`src/rtl/or_reduce_acc_pkg.sv`:
```
// Shared types and helpers for the OR-reduce accumulator: FSM states, mode
// encodings and the saturating beat-counter increment.
package or_pkg;

  typedef enum logic {
    IDLE = 1'b0,
    ACC  = 1'b1
  } state_e;

  localparam logic MODE_PASS = 1'b0;
  localparam logic MODE_ACC  = 1'b1;

  // Increment that sticks at max_val instead of wrapping.
  function automatic logic [31:0] sat_inc(input logic [31:0] cnt,
                                          input logic [31:0] max_val);
    return (cnt >= max_val) ? max_val : cnt + 32'd1;
  endfunction

endpackage

```
`src/rtl/or_lane_reduce.sv`:
```
// Generalised OR gate: bitwise OR of NUM_IN packed lanes of WIDTH bits each.
// Lane k occupies in_data[k*WIDTH +: WIDTH].
module or_lane_reduce #(
  parameter int WIDTH  = 8,
  parameter int NUM_IN = 4
) (
  input  logic [NUM_IN*WIDTH-1:0] in_data,
  output logic [WIDTH-1:0]        lane_or
);

  always_comb begin
    // NOTE: assigning a default before the loop keeps this block purely
    // combinational; a path that leaves lane_or unassigned would infer a latch.
    lane_or = '0;
    for (int k = 0; k < NUM_IN; k++) begin
      lane_or = lane_or | in_data[k*WIDTH +: WIDTH];
    end
  end

endmodule

```
`src/rtl/or_reduce_acc.sv`:
```
// OR-reduce with pass and packet-accumulate modes, valid/ready on both sides
// and a single registered output stage carrying data, any-bit flag and beat count.
module or_reduce_acc
  import or_pkg::*;
#(
  parameter int WIDTH  = 8,
  parameter int NUM_IN = 4,
  parameter int CNT_W  = 8
) (
  input  logic                    clk,
  input  logic                    rst,
  input  logic                    clear,
  input  logic                    mode,
  input  logic                    in_valid,
  output logic                    in_ready,
  input  logic [NUM_IN*WIDTH-1:0] in_data,
  input  logic                    in_last,
  output logic                    out_valid,
  input  logic                    out_ready,
  output logic [WIDTH-1:0]        out_data,
  output logic                    out_any,
  output logic [CNT_W-1:0]        out_beats,
  output logic                    busy
);

  localparam logic [31:0] CNT_MAX = 32'((64'd1 << CNT_W) - 64'd1);

  state_e             state_q;
  logic               mode_q;
  logic [WIDTH-1:0]   acc_q;
  logic [CNT_W-1:0]   cnt_q;
  logic               out_valid_q;
  logic [WIDTH-1:0]   out_data_q;
  logic               out_any_q;
  logic [CNT_W-1:0]   out_beats_q;

  logic [WIDTH-1:0]   lane_or;
  logic [WIDTH-1:0]   fold_d;
  logic [CNT_W-1:0]   beats_d;
  logic               pkt_mode;
  logic               pkt_close;
  logic               accept;

  or_lane_reduce #(
    .WIDTH  (WIDTH),
    .NUM_IN (NUM_IN)
  ) u_lane_reduce (
    .in_data (in_data),
    .lane_or (lane_or)
  );

  assign in_ready = !clear && (!out_valid_q || out_ready);
  assign accept   = in_valid && in_ready;

  // acc_q and cnt_q are held at zero in IDLE, so one fold/count path serves
  // both the first beat of a packet and every later one.
  assign fold_d    = acc_q | lane_or;
  assign beats_d   = CNT_W'(sat_inc(32'(cnt_q), CNT_MAX));
  assign pkt_mode  = (state_q == IDLE) ? mode : mode_q;
  assign pkt_close = (pkt_mode == MODE_PASS) || in_last;

  always_ff @(posedge clk) begin
    // NOTE: state registers use non-blocking assignments so every register
    // here samples pre-edge values regardless of statement order.
    if (rst) begin
      state_q     <= IDLE;
      mode_q      <= MODE_PASS;
      acc_q       <= '0;
      cnt_q       <= '0;
      out_valid_q <= 1'b0;
      out_data_q  <= '0;
      out_any_q   <= 1'b0;
      out_beats_q <= '0;
    end else begin
      if (out_valid_q && out_ready) begin
        out_valid_q <= 1'b0;
      end

      if (clear) begin
        state_q <= IDLE;
        acc_q   <= '0;
        cnt_q   <= '0;
      end else if (accept) begin
        if (state_q == IDLE) begin
          mode_q <= mode;
        end
        if (pkt_close) begin
          out_valid_q <= 1'b1;
          out_data_q  <= fold_d;
          out_any_q   <= |fold_d;
          out_beats_q <= beats_d;
          acc_q       <= '0;
          cnt_q       <= '0;
          state_q     <= IDLE;
        end else begin
          acc_q   <= fold_d;
          cnt_q   <= beats_d;
          state_q <= ACC;
        end
      end
    end
  end

  assign out_valid = out_valid_q;
  assign out_data  = out_data_q;
  assign out_any   = out_any_q;
  assign out_beats = out_beats_q;
  assign busy      = (state_q == ACC);

endmodule
```
`config.mk`:
```
export PLATFORM = sky130hd
export DESIGN_NAME = or_reduce_acc
export DESIGN_NICKNAME = d
export VERILOG_FILES = /design/src/rtl/or_reduce_acc_pkg.sv /design/src/rtl/or_lane_reduce.sv /design/src/rtl/or_reduce_acc.sv
export SDC_FILE = /design/constraint.sdc
export NUM_CORES = 1
export LEC_CHECK = 0
export CORE_ASPECT_RATIO = 0.6
export CORE_MARGIN = 2
export CORE_UTILIZATION = 41
export CTS_CLUSTER_DIAMETER = 40
export DETAILED_ROUTE_END_ITERATION = 6
export PLACE_DENSITY = 0.76
export SYNTH_ARGS = -nofsm -noshare
export SYNTH_HDL_FRONTEND = slang
export SYNTH_SLANG_ARGS = --single-unit
```
`constraint.sdc`:
```
create_clock -name clk -period 1.74 [get_ports clk]
set_clock_uncertainty 0.1 [all_clocks]
set_input_delay 0.348 -clock clk [delete_from_list [all_inputs] [get_ports clk]]
set_output_delay 0.348 -clock clk [all_outputs]
set_load 0.1 [all_outputs]
```
==> results_tabular.tex <==
\begin{tabular}{lr}
\hline
Metric & Value \\
\hline
\multicolumn{2}{l}{\textbf{Status}} \\
\quad Status & finished, final reports clean \\
\multicolumn{2}{l}{\textbf{Setup path}} \\
\quad CP Data Arrival Time & 1760 ps \\
\quad CP Launch Type & register \\
\quad Highest fanout seen on the critical path & 6 \\
\quad Endpoint kind of the worst setup timing path & register \\
\quad Critical path class & register to register \\
\quad Required @ worst endpoint & 1810 ps \\
\multicolumn{2}{l}{\textbf{Route}} \\
\quad Violation count after the first detailed-route iteration & 92 \\
\quad Vias per inst & 5.257 \\
\quad Post-Route WL & 5.279 mm \\
\quad Number of iterations in the first detailed-routing pass & 4 \\
\quad Overall via count from detail\_route & 1924 \\
\quad Avg WL per Cell & 14.42 um \\
\quad Antenna violation net count after detailed routing & 0 \\
\quad Post-detailed-route DRC marker count & 0 \\
\multicolumn{2}{l}{\textbf{Power and ir drop}} \\
\quad Leakage dissipation & 0.001132 uW \\
\quad Total power density per cell area & 684.0 nW/um2 \\
\quad Worst supply voltage drop on vdd & $\sim$0.00038 V \\
\multicolumn{2}{l}{\textbf{STA}} \\
\quad Worst hold slack & 364.9 ps \\
\quad RSZ-0062 raised after global routing & no \\
\quad Least-Margin Pin Slew & 321.8 ps \\
\quad Maximum operating frequency & 0.5929 GHz \\
\quad Worst rel slew slack & 0.7838 \\
\quad Hold violation total from the final report & 0 \\
\quad Fin worst setup slack & 53.27 ps \\
\quad Final setup fails & 0 \\
\quad Number of max-slew violations in the final report & 0 \\
\quad Final period util & 0.9694 \\
\quad Fin crit period & between 1500 and 2000 ps \\
\multicolumn{2}{l}{\textbf{Layout}} \\
\quad Area overhead of the layout relative to synthesis & 72.67\% \\
\quad Area of combinational cells with multiple inputs & about 1000 um2 \\
\quad Final Net Count & 345 \\
\quad Area occupied by registers & 725.7 um2 \\
\quad Leading cell types in the layout, fill and taps excluded & buf\_4 (44), clkdlybuf4s50\_1 (37), dfxtp\_1 (34) \\
\quad Most common library cell in the layout ignoring fill and taps & buf\_4 \\
\quad Ant diodes & 0 \\
\quad Layout cells sized above 1 & 0.3627 \\
\quad Fill cell count & a little over 300 \\
\multicolumn{2}{l}{\textbf{Yosys}} \\
\quad Post-synthesis sequential element count & 36 \\
\quad Sequential fraction of the synthesis area & 0.4006 \\
\quad Synthesized area & around 1800 um2 \\
\quad Net count of the mapped netlist & between 200 and 250 \\
\quad Gate Count Post-Synth & 205 \\
\quad Synthesized area per cell & 8.777 um2 \\
\quad Yosys cell types & 40 \\
\quad Warning count from the yosys run & 0 \\
\multicolumn{2}{l}{\textbf{Global route}} \\
\quad GRT Util Overall & 0.2206 \\
\quad Number of global-route vias before repair & 1817 \\
\quad Initial antenna violation count & 0 \\
\quad Maximum number of pins on one net before global-route repair & 20 \\
\quad Aggregate global routing overflow & 0 \\
\quad First-pass GRT wire length & 8.528 mm \\
\multicolumn{2}{l}{\textbf{Clocking}} \\
\quad CTS buffer count & 5 \\
\quad CTS clk-pin slew, worst paths & 80 ps \\
\quad Clock tree from TritonCTS & done \\
\quad Postcts setup bufs & 0 \\
\quad Clock buffer depth & 2 \\
\quad Number of clock sinks & 36 \\
\quad CTS H-tree depth & 2 \\
\quad Root cell of the clock tree & clkbuf\_8 \\
\quad Clock insertion delay at the later pin of the skew report & $\sim$290 ps \\
\multicolumn{2}{l}{\textbf{Placed design}} \\
\quad Gpl congestion & 0.8613 \\
\quad Total of buffers placed on input and output ports & 58 \\
\quad Detailed Place HPWL & 4.004 mm \\
\quad Pre-CTS setup slack & -267.1 ps \\
\multicolumn{2}{l}{\textbf{Hold path}} \\
\quad Worst hold-check path type & register to register \\
\multicolumn{2}{l}{\textbf{Flow run}} \\
\quad Max-cap violations & 0 \\
\multicolumn{2}{l}{\textbf{Die}} \\
\quad Initial Utilization & 0.4318 \\
\quad Core footprint & about 4200 um2 \\
\quad Placement Rows & 18 \\
\quad Count of pins on the block boundary & 59 \\
\quad Die span in y & 55.32 um \\
\quad Width of the die & 89.52 um \\
\quad Area enclosed by the die boundary & 4952 um2 \\
\hline
\end{tabular}
-- sequential cells by signal, indices dropped and copies added (netlist names) --
register   cells
cnt_q          8
out_valid      1
out_any        1
out_beats      8
mode_q         1
out_data       8
acc_q          8
busy           1
-- stage by stage --
stage | std cells | util | total power (uW) | area [um2] | setup TNS (ps)
2_1_floorplan | 205 | - | 1172 | 1814 | 0
3_3_place_gp | 357 | 0.7129 | 1442 | 2970 | -4996
3_5_place_dp | 357 | 0.7129 | 1455 | 2970 | -6684
4_1_cts | 365 | 0.7393 | 2132 | 3080 | 0
5_1_grt | 366 | 0.7456 | 2206 | 3107 | 0
6_report | 366 | 0.7456 | 2125 | 3107 | 0
-- worst paths after layout --
path | slack (ps) | end | from | cells past startpoint
max | 50 | cnt_q[6] | cnt_q[0] | 5
min | 360 | acc_q[7] | acc_q[7] | 2
max reg2reg | 50 | cnt_q[6] | cnt_q[0] | 5
min reg2reg | 360 | acc_q[7] | acc_q[7] | 2
-- power by group --
part | switching (uW) | total (uW) | internal [uW]
registers | 27.4 | 874 | 846
clock network | 315 | 681 | 366
logic | 304 | 570 | 266
-- worst max-delay path: stages (launching register included) --
cell and delay [ps]:
dfxtp_1 360, ha_1 220, nand3_4 130, or4_1 530, a21oi_1 180, nor3_1 60
-- cell families after synthesis --
| family | after synthesis | share of synthesized area |
|---|---|---|
| and+or+nand+nor | 91 | 0.2650 |
| AOI/OAI and AO/OA | 54 | 0.2476 |
| DFF | 36 | 0.4006 |
| buffers and inverters | 18 | 0.05354 |
| muxes | 3 | 0.01669 |
| xor gates and xnor gates | 2 | 0.009738 |
| adders and majority gates | 1 | 0.006953 |
-- cell usage after synthesis (all sizes together) --
cell type / count / area, um2
dfxtp: 36 / 720.7
nor2: 28 / 127.6
o41ai: 1 / 8.760
nand4: 1 / 6.260
xor2: 1 / 8.760
a31oi: 2 / 12.51
nor3b: 1 / 7.510
o2111a: 1 / 12.51
nand2: 24 / 90.09
or4: 1 / 7.510
a21oi: 20 / 100.1
nand2b: 2 / 12.51
o211ai: 3 / 22.52
o21ai: 10 / 50.05
nor2b: 1 / 6.260
ha: 1 / 12.51
a2111oi: 1 / 27.53
o31ai: 1 / 7.510
nor4: 3 / 18.77
mux2i: 3 / 30.03
nor3: 12 / 87.58
buf: 10 / 66.30
a311oi: 12 / 180.2
or3b: 1 / 8.760
a211oi: 2 / 15.01
clkbuf: 3 / 11.26
a41oi: 1 / 8.760
and4: 1 / 8.760
inv: 5 / 18.77
and2: 1 / 6.260
xnor2: 1 / 8.760
or2: 1 / 6.260
nand3: 14 / 82.58
-- per-layer routing --
metal / track usage / wire [um]
met5: 0 / 0
met4: 0.05330 / 75
met3: 0.05381 / 472
met2: 0.3323 / 2337
met1: 0.3175 / 2393
-- what timing repair did --
| action | CTS | global route |
|---|---|---|
| hold buffers | 0 | 0 |
| pin swaps | 0 | 1 |
| gates cloned | 0 | 1 |
| endpoints found under the setup margin | 1 | 13 |
| gates resized for setup | 2 | 5 |
-- final cells by class --
class | count | share of cell area
clock buffer | 6 | 0.03021
clock inverter | 2 | 0.004027
inverter | 5 | 0.006041
multi-input combinational | 151 | 0.3266
sequential | 36 | 0.2336
tap | 60 | 0.02416
timing repair buffer | 106 | 0.3754
Note: power is estimated with default switching activity, not from simulation.
